[src/rtl/legv8_fetch_pkg.sv]
// Shared types and constants for the LEGv8 instruction fetch stage.
package legv8_fetch_pkg;

    localparam int INST_W = 32;
    localparam int ADDR_W = 64;
    localparam logic [ADDR_W-1:0] PC_INC = 64'd4;

    typedef struct packed {
        logic [ADDR_W-1:0] pc;
        logic [INST_W-1:0] inst;
    } fetch_entry_t;

    // Instruction addresses are always word aligned; low bits of a target are ignored.
    function automatic logic [ADDR_W-1:0] align_pc(input logic [ADDR_W-1:0] addr);
        return {addr[ADDR_W-1:2], 2'b00};
    endfunction

endpackage

[src/rtl/fetch_buf.sv]
// Small synchronous FIFO of {pc, inst} entries between instruction memory and decode.
// Clear wins over push/pop; an empty buffer presents an all-zero head.
module fetch_buf
    import legv8_fetch_pkg::*;
#(
    parameter int DEPTH = 2,
    parameter int CNT_W = $clog2(DEPTH + 1)
) (
    input  logic             CLK,
    input  logic             resetl,
    input  logic             i_push,
    input  fetch_entry_t     i_push_entry,
    input  logic             i_pop,
    input  logic             i_clear,
    output logic [CNT_W-1:0] o_count,
    output fetch_entry_t     o_head
);

    localparam int PTR_W = (DEPTH > 1) ? $clog2(DEPTH) : 1;
    localparam logic [PTR_W-1:0] LAST_PTR = PTR_W'(DEPTH - 1);
    localparam logic [CNT_W-1:0] FULL_CNT = CNT_W'(DEPTH);

    fetch_entry_t     r_mem [DEPTH];
    logic [PTR_W-1:0] r_wr_ptr;
    logic [PTR_W-1:0] r_rd_ptr;
    logic [CNT_W-1:0] r_count;
    logic             w_pop;
    logic             w_push;

    function automatic logic [PTR_W-1:0] ptr_next(input logic [PTR_W-1:0] p);
        logic [PTR_W-1:0] n;
        if (p == LAST_PTR) begin
            n = {PTR_W{1'b0}};
        end else begin
            n = p + PTR_W'(1);
        end
        return n;
    endfunction

    assign w_pop  = i_pop && (r_count != {CNT_W{1'b0}});
    assign w_push = i_push && ((r_count != FULL_CNT) || w_pop);

    // Pointer and occupancy tracking.
    always_ff @(posedge CLK or negedge resetl) begin
        if (!resetl) begin
            r_wr_ptr <= {PTR_W{1'b0}};
            r_rd_ptr <= {PTR_W{1'b0}};
            r_count  <= {CNT_W{1'b0}};
        end else if (i_clear) begin
            r_wr_ptr <= {PTR_W{1'b0}};
            r_rd_ptr <= {PTR_W{1'b0}};
            r_count  <= {CNT_W{1'b0}};
        end else begin
            if (w_push) begin
                r_wr_ptr <= ptr_next(r_wr_ptr);
            end
            if (w_pop) begin
                r_rd_ptr <= ptr_next(r_rd_ptr);
            end
            case ({w_push, w_pop})
                2'b10:   r_count <= r_count + CNT_W'(1);
                2'b01:   r_count <= r_count - CNT_W'(1);
                default: r_count <= r_count;
            endcase
        end
    end

    // Entry storage.
    always_ff @(posedge CLK or negedge resetl) begin
        if (!resetl) begin
            for (int i = 0; i < DEPTH; i++) begin
                r_mem[i] <= '0;
            end
        end else if (w_push && !i_clear) begin
            r_mem[r_wr_ptr] <= i_push_entry;
        end
    end

    // Head presentation, forced to zero when nothing is buffered.
    always_comb begin
        o_head = '0;
        if (r_count != {CNT_W{1'b0}}) begin
            o_head = r_mem[r_rd_ptr];
        end else begin
            o_head = '0;
        end
    end

    assign o_count = r_count;

endmodule

[src/rtl/inst_fetch_unit.sv]
// LEGv8 fetch stage: owns the PC, prefetches into fetch_buf under a credit limit,
// and redirects (flush + drop of stale responses) when NextPC is not sequential.
module inst_fetch_unit
    import legv8_fetch_pkg::*;
#(
    parameter logic [ADDR_W-1:0] RESET_PC  = 64'h0,
    parameter int                BUF_DEPTH = 2
) (
    input  logic              CLK,
    input  logic              resetl,
    output logic              imem_req_valid,
    output logic [ADDR_W-1:0] imem_req_addr,
    input  logic              imem_req_ready,
    input  logic              imem_rsp_valid,
    input  logic [INST_W-1:0] imem_rsp_data,
    output logic              inst_valid,
    output logic [INST_W-1:0] Instruction,
    output logic [ADDR_W-1:0] CurrentPC,
    input  logic              inst_ready,
    input  logic [ADDR_W-1:0] NextPC
);

    localparam int CNT_W = $clog2(BUF_DEPTH + 1);
    localparam int SUM_W = CNT_W + 1;

    logic [ADDR_W-1:0] r_fetch_pc;
    logic [ADDR_W-1:0] r_rsp_pc;
    logic [CNT_W-1:0]  r_outstanding;
    logic [CNT_W-1:0]  r_drop_cnt;

    logic [CNT_W-1:0]  w_count;
    fetch_entry_t      w_head;
    fetch_entry_t      w_push_entry;
    logic              w_consume;
    logic              w_flush;
    logic              w_accept;
    logic              w_drop;
    logic              w_push;
    logic [SUM_W-1:0]  w_credit_use;
    logic [CNT_W-1:0]  w_out_next;
    logic [ADDR_W-1:0] w_target_pc;

    assign inst_valid  = (w_count != {CNT_W{1'b0}});
    assign Instruction = w_head.inst;
    assign CurrentPC   = w_head.pc;

    assign w_consume   = inst_valid && inst_ready;
    assign w_flush     = w_consume && (NextPC != (w_head.pc + PC_INC));
    assign w_target_pc = align_pc(NextPC);

    // A slot freed by this cycle's pop may be re-requested immediately, keeping 1 inst/cycle.
    assign w_credit_use = SUM_W'(r_outstanding) + SUM_W'(w_count) - SUM_W'(w_consume);

    assign imem_req_valid = resetl && (w_credit_use < SUM_W'(BUF_DEPTH)) && !w_flush;
    assign imem_req_addr  = r_fetch_pc;
    assign w_accept       = imem_req_valid && imem_req_ready;

    assign w_drop = imem_rsp_valid && (r_drop_cnt != {CNT_W{1'b0}});
    assign w_push = imem_rsp_valid && !w_drop && !w_flush;

    assign w_push_entry.pc   = r_rsp_pc;
    assign w_push_entry.inst = imem_rsp_data;

    // In-flight count after this cycle's accept and response.
    always_comb begin
        w_out_next = r_outstanding;
        case ({w_accept, imem_rsp_valid})
            2'b10:   w_out_next = r_outstanding + CNT_W'(1);
            2'b01:   w_out_next = r_outstanding - CNT_W'(1);
            default: w_out_next = r_outstanding;
        endcase
    end

    // Request address and response address counters.
    always_ff @(posedge CLK or negedge resetl) begin
        if (!resetl) begin
            r_fetch_pc <= RESET_PC;
            r_rsp_pc   <= RESET_PC;
        end else if (w_flush) begin
            r_fetch_pc <= w_target_pc;
            r_rsp_pc   <= w_target_pc;
        end else begin
            if (w_accept) begin
                r_fetch_pc <= r_fetch_pc + PC_INC;
            end
            if (w_push) begin
                r_rsp_pc <= r_rsp_pc + PC_INC;
            end
        end
    end

    // Outstanding and stale-response bookkeeping.
    always_ff @(posedge CLK or negedge resetl) begin
        if (!resetl) begin
            r_outstanding <= {CNT_W{1'b0}};
            r_drop_cnt    <= {CNT_W{1'b0}};
        end else begin
            r_outstanding <= w_out_next;
            if (w_flush) begin
                r_drop_cnt <= w_out_next;
            end else if (w_drop) begin
                r_drop_cnt <= r_drop_cnt - CNT_W'(1);
            end
        end
    end

    fetch_buf #(
        .DEPTH (BUF_DEPTH),
        .CNT_W (CNT_W)
    ) u_fetch_buf (
        .CLK          (CLK),
        .resetl       (resetl),
        .i_push       (w_push),
        .i_push_entry (w_push_entry),
        .i_pop        (w_consume),
        .i_clear      (w_flush),
        .o_count      (w_count),
        .o_head       (w_head)
    );

endmodule
[config.mk]
export PLATFORM = sky130hd
export DESIGN_NAME = inst_fetch_unit
export DESIGN_NICKNAME = d
export VERILOG_FILES = /design/src/rtl/legv8_fetch_pkg.sv /design/src/rtl/fetch_buf.sv /design/src/rtl/inst_fetch_unit.sv
export SDC_FILE = /design/constraint.sdc
export NUM_CORES = 1
export LEC_CHECK = 0
export ABC_AREA = 1
export BUFFER_PORTS_ARGS = -buffer_cell sky130_fd_sc_hd__buf_2
export CORE_ASPECT_RATIO = 1.25
export CORE_MARGIN = 2
export CORE_UTILIZATION = 50
export CTS_CLUSTER_DIAMETER = 40
export DETAILED_ROUTE_END_ITERATION = 7
export GPL_ROUTABILITY_DRIVEN = 0
export PLACE_DENSITY = 0.8
export SLEW_MARGIN = 20
export SYNTH_ARGS = -nofsm -noshare
export SYNTH_HDL_FRONTEND = slang
export SYNTH_SLANG_ARGS = --single-unit
[constraint.sdc]
create_clock -name CLK -period 11.65 [get_ports CLK]
set_input_delay 2.33 -clock CLK [delete_from_list [all_inputs] [get_ports CLK]]
set_output_delay 2.33 -clock CLK [all_outputs]
set_load 0.01 [all_outputs]
# ---- Word level (Yosys, flattened, before mapping)
# Index checks and enable logic that the tools add are counted.
dict set report totals {
  inputBits 101
  output_inout_bits 162
  reg_bits 328
  wordCells 80
}
dict set report classes {
  n_eq_ne 6
  n_reduce_logical 23
  bitwise_logic 2
  n_mux 22
  addsub 12
  magnitude_cmp 4
}
# operator count
set op_table {}
lappend op_table {{96-bit 2-to-1 mux} 5}
lappend op_table {{64-bit 2-to-1 mux} 4}
lappend op_table {{64-bit by 3-bit adder with 64-bit output, second input constant} 3}
lappend op_table {{192-bit bitwise mux} 1}
lappend op_table {{96-bit demux with 1-bit select} 1}
lappend op_table {{64-bit != test} 1}
lappend op_table {{2-bit nonzero test} 7}
lappend op_table {{1-bit logical AND} 12}
lappend op_table {{2-bit one-hot mux with 2 select lines} 2}
lappend op_table {{1-bit 2-to-1 mux} 6}
lappend op_table {{2-bit 2-to-1 mux} 3}
lappend op_table {{2-bit by 1-bit subtractor with 2-bit output, second input constant} 3}
lappend op_table {{2-bit by 1-bit adder with 2-bit output, second input constant} 2}
lappend op_table {{2-bit by 1-bit == test with 1-bit output, second input constant} 2}
lappend op_table {{2-bit == test, second input constant} 2}
lappend op_table {{2-bit greater-or-equal comparator, second input constant} 2}
lappend op_table {{1-bit NOT with 2-bit output} 2}
lappend op_table {{2-bit by 2-bit adder with 3-bit output} 1}
lappend op_table {{3-bit by 2-bit less-than comparator with 1-bit output, second input constant} 1}
lappend op_table {{3-bit nonzero test} 1}
lappend op_table {{3-bit by 1-bit subtractor with 3-bit output} 1}
lappend op_table {{1-bit adder, second input constant} 2}
lappend op_table {{1-bit logical NOT} 2}
lappend op_table {{2-bit by 1-bit less-than comparator with 1-bit output, second input constant} 1}
lappend op_table {{other kinds (2)} 2}

# ---- Logic depth before layout (Yosys ltp)
dict set report depth {
  word_depth 14
  depth_mapped 32
}

# ---- By module
# From an unflattened synthesis, not the netlist that was laid out.
dict set report unflattened {
  cells_unflattened 3065
  hier_area_um2 21413.0
}
# mod area_each_um2 cells_per_inst instances
set by_module_without_submodules {}
lappend by_module_without_submodules {inst_fetch_unit 12221.7 1994 1}
lappend by_module_without_submodules {fetch_buf 9191.3 1071 1}

# ---- Least setup slack after synthesis
# OpenSTA, ideal clock, no wires.
dict set report synth_timing {
  path_kind {in2out}
  startpoint {input port NextPC[0]}
  endpoint {output port imem_req_valid}
  setup_slack_ps 5077
  required_time_ps 9320
  path_buffers 1
  t_arrival_ps 4243
  cell_stages 17
  path_cell_list {or2_2 nor3b_1 nand3_1 nor2_1 nand3_1 nor2_1 nand2_1 nor2_1 nand2_1 nor2_1 nand2_1 nor2_2 nand3_4 nand2_4 inv_2 clkbuf_1 nor2_1}
}
dict set report synth_via {
  elab_chain_len 4
}
# element line_no
set synth_rtl {}
lappend synth_rtl {{from (decl)} inst_fetch_unit.sv:20} ;# input logic [ADDR_W-1:0] NextPC
lappend synth_rtl {{64-bit != test} inst_fetch_unit.sv:48} ;# assign w_flush = w_consume && (NextPC != (w_head.pc + PC_INC));
lappend synth_rtl {{1-bit logical AND} inst_fetch_unit.sv:48}
lappend synth_rtl {{1-bit logical NOT} inst_fetch_unit.sv:54} ;# assign imem_req_valid = resetl && (w_credit_use < SUM_W'(BUF_DEPTH)) && !w_flush;
lappend synth_rtl {{1-bit logical AND} inst_fetch_unit.sv:54}
lappend synth_rtl {{to (decl)} inst_fetch_unit.sv:11} ;# output logic imem_req_valid,
# No other way between the ends.

# ---- Worst setup path after layout
dict set report layout_timing {
  startpoint {register u_fetch_buf.r_rd_ptr}
  endpoint {output port imem_req_valid}
}
dict set report layout_via {
  elab_chain_len 10
}
# element line_no
set layout_rtl {}
lappend layout_rtl {{from (decl)} fetch_buf.sv:25} ;# logic [PTR_W-1:0] r_rd_ptr;
lappend layout_rtl {{from (signal assigned)} fetch_buf.sv:47} ;# r_rd_ptr <= {PTR_W{1'b0}};
lappend layout_rtl {{from (signal assigned)} fetch_buf.sv:51} ;# r_rd_ptr <= {PTR_W{1'b0}};
lappend layout_rtl {{from (signal assigned)} fetch_buf.sv:58} ;# r_rd_ptr <= ptr_next(r_rd_ptr);
lappend layout_rtl {{1-bit NOT with 2-bit output (not written as such)} fetch_buf.sv:83} ;# o_head = r_mem[r_rd_ptr];
lappend layout_rtl {{96-bit 2-to-1 mux (not written as such) (3 in series)} fetch_buf.sv:83}
lappend layout_rtl {{96-bit 2-to-1 mux} fetch_buf.sv:82} ;# if (r_count != {CNT_W{1'b0}}) begin
lappend layout_rtl {{64-bit by 3-bit adder with 64-bit output} inst_fetch_unit.sv:48}
lappend layout_rtl {{64-bit != test} inst_fetch_unit.sv:48}
lappend layout_rtl {{1-bit logical AND} inst_fetch_unit.sv:48}
lappend layout_rtl {{1-bit logical NOT} inst_fetch_unit.sv:54}
lappend layout_rtl {{1-bit logical AND} inst_fetch_unit.sv:54}
# No other way between the ends. The select of a mux whose other input is x is not followed.

==> out/results.tsv <==
metric	value	unit
met1 WL	28000	um
Sw Share	48.1	%
minimum hold slack	468	ps
Seq pwr share	32.7	%
met2 WL	33100	um
area growth from synthesis to layout	13.3	%
# clock sinks	320	
cells after synthesis	3255	
share of cells above drive strength 1	11.6	%
# IOs	263	
Pins Over Slew Limit	0	
Hold Vio Cnt, Final	0	
flops & latches, synth	320	
maximum VDD drop	146	uV
crit path kind	register to primary output	
clk_lat worst skew	570	ps
outcome	finished clean	
Top FF cell, synth	dfrtp_1	
final setup vio count	0	
CP Cell Sequence	inv_2 > buf_4 > nand2_1 > nand2_1 > nand2_1 > nor2_1 > nand2_1 > nor2_2 > nand2_1 > nor2_1 > nand2_1 > nand2_1 > nand2_1 > inv_2 > nand2_1 > nor2_1 > nand2_1 > nor2_2 > nand3_4 > nand2_8 > inv_2 > buf_4 > nor2_1 > buf_2	
Lkg Pwr	0.0129	uW
Die Wd	190	um
TNS Setup	0	ps
worst reg2reg setup slack	5080	ps
post-route minimum period	8060	ps
WP data arrival	5730	ps
Clock Skews	29.7	ps
Critical Path Sink Type	primary output	
commonest non-fill, non-tap cells in the layout	1,298 x nand2_1, 319 x nand3_1, 318 x dfrtp_1	
worst slew pin tran	1190	ps
Worst Path Required	9320	ps
post-DR wirelength/cell	18.2	um
detailed router's first-iteration violation count	2349	
residual antenna-violating net count after detailed routing	0	
number of max-cap violations	0	
# DRC	0	
Power Dens Cells	264	nW/um^2
Yosys warnings	0	
fmax	124	MHz
CP peak stage delay	680	ps
first-pass GRT wire length	114000	um
Routed WL	73000	um
Cell Rows	84	
grt total ovfl	0	
P_int	3340	uW
clock-pin slew on the worst setup and hold paths	50	ps
max_slew headroom	20.8	%
CP startpoint kind	register	
H-tree levels	2	
core area	42300	um^2
Num CTS Buffers	44	
most used cell along the critical path	nand2_1	
Detailed Place HPWL	50600	um
height of the die	236	um
vias in the first global route	20919	
PortBufs	258	
initial core utilization	50.9	%
Nets	3530	
largest net degree at the start of global routing	167	
RSZ-0062 raised after global routing	false	
DR pass1 iterations	8	
gr usage total	32.1	%
Sw Pwr	3090	uW
hold_buf cts	0	
Avg Inst Size Synth	6.61	um^2
vias	22706	
DIE AREA	44700	um^2
Async SR Flop Fraction	100	%
worst-path maximum fanout	62	
post-synth cell types	48	
CTS tree	built	
Tcrit/Tclk final	69.2	%
DR top layer	met4	
initial antenna violation count	1	
Root Buffer	clkbuf_16	
Post-synth EDFFs	0	
post-CTS setup buffer count	0	
Seq/Total Area, Yosys	37.2	%
Fillers	4081	
combinational power share	46.1	%
commonest non-fill, non-tap cell in the layout	nand2_1	
met3 WL	7510	um
total power	6430	uW
vias per inst	5.66	
Hold WC Path Type	register to register	
maximum buffer depth of the clock tree	3	
post-cts sizing count	0	
Netlist Area Pre-Place	21500	um^2
Clock power frac	21.1	%
slowest cell on the critical path	buf_4	
## synthesized netlist by cell type (2+ instances only)
| library cell | n | area share [%] |
|---|---|---|
| a21oi_1 | 43 | 1.0 |
| and2_1 | 2 | 0.058 |
| buf_1 | 8 | 0.14 |
| buf_2 | 62 | 1.4 |
| buf_4 | 29 | 1.0 |
| buf_6 | 5 | 0.26 |
| clkbuf_1 | 56 | 0.98 |
| clkinv_1 | 6 | 0.10 |
| dfrtp_1 | 320 | 37 |
| ha_1 | 8 | 0.47 |
| inv_1 | 309 | 5.4 |
| inv_2 | 13 | 0.23 |
| nand2_1 | 1298 | 23 |
| nand2_4 | 2 | 0.10 |
| nand3_1 | 319 | 7.4 |
| nand3_2 | 2 | 0.093 |
| nand3b_1 | 15 | 0.52 |
| nand4_1 | 142 | 4.1 |
| nor2_1 | 210 | 3.7 |
| nor2_2 | 15 | 0.44 |
| nor2_4 | 2 | 0.10 |
| nor3_1 | 61 | 1.4 |
| nor3b_1 | 2 | 0.070 |
| nor4_1 | 21 | 0.61 |
| o211ai_1 | 6 | 0.21 |
| o21ai_0 | 95 | 2.2 |
| o21ai_1 | 19 | 0.44 |
| o21bai_1 | 5 | 0.17 |
| o22ai_1 | 2 | 0.058 |
| or2_2 | 4 | 0.12 |
| xnor2_1 | 19 | 0.77 |
| xor2_1 | 139 | 5.7 |
## metal layers
metal  track usage, %  vias up
met5                0        -
met4             17.9        0
met3             5.71      277
met2             50.8     1355
met1             41.5    10415
li1                 -    10659
## path summary, 6_finish.rpt
kind                                             start                      to  depth (start not counted)
min in group asynchronous                       resetl        imem_req_addr[7]                          1
worst min register to register  u_fetch_buf.r_mem[157]  u_fetch_buf.r_mem[157]                          2
worst max register to register    u_fetch_buf.r_rd_ptr       imem_req_addr[31]                         25
max in group asynchronous                       resetl    u_fetch_buf.r_wr_ptr                          2
worst max-delay path              u_fetch_buf.r_rd_ptr          imem_req_valid                         24
worst min-delay path            u_fetch_buf.r_mem[157]  u_fetch_buf.r_mem[157]                          2
## kinds of logic (layout without fill, tap and decap cells)
logic type / count (synthesis) / in the layout / share of synthesized area [%]
and+or+nand+nor: 2101 / 2101 / 41.7
other: 1 / 5 / 0.0174
AOI/OAI and AO/OA: 177 / 177 / 4.44
DFF: 320 / 320 / 37.2
adders and majority gates: 9 / 9 / 0.558
buffers and inverters: 489 / 684 / 9.62
xor gates and xnor gates: 158 / 158 / 6.43
## power by group through the flow
stage          logic, uW  registers (uW)  clock network, uW
2_1_floorplan       2100            1960                  0
3_3_place_gp        2850            2080                  0
3_5_place_dp        2910            2090                  0
4_1_cts             2920            2080               1370
5_1_grt             3290            2160               1420
6_report            2970            2110               1360
## final cells by class
| class | count | area [um^2] | area share [%] |
|---|---|---|---|
| multi-input cells | 2449 | 11500 | 47.1 |
| clock buffers | 56 | 1250 | 5.12 |
| inverters | 328 | 1230 | 5.06 |
| well taps | 559 | 699 | 2.87 |
| repair buffers | 277 | 1460 | 6.01 |
| flip-flops and latches | 320 | 8020 | 32.9 |
| clock inverters | 23 | 233 | 0.955 |
| diodes | 1 | 2.50 | 0.0103 |
## through the flow
| step | utilization, % | setup slack (ps) | cell area, um^2 | std cells |
|---|---|---|---|---|
| finish | 57.7 | 3590 | 24400 | 4013 |
| global route | 57.7 | 3260 | 24400 | 4013 |
| CTS | 57.7 | 3750 | 24400 | 4012 |
| detailed placement | 54.2 | 4110 | 22900 | 3933 |
| global placement | 54.2 | 4130 | 22900 | 3933 |
| floorplan | - | 5080 | 21500 | 3258 |
## sequential cells by signal, indices dropped and copies added, names as in the netlist
signal,cells
r_outstanding,2
u_fetch_buf.r_mem,188
r_rsp_pc,62
u_fetch_buf.o_count,2
r_drop_cnt,2
imem_req_addr,62
u_fetch_buf.r_wr_ptr,1
u_fetch_buf.r_rd_ptr,1
## worst max-delay path, delay by kind of cell (launching register included)
| family | cells | cell delay [ps] |
|---|---|---|
| simple gates | 18 | 2680 |
| buf+inv | 6 | 1830 |
| flops | 1 | 600 |
Note: power is estimated with default switching activity, not from simulation.
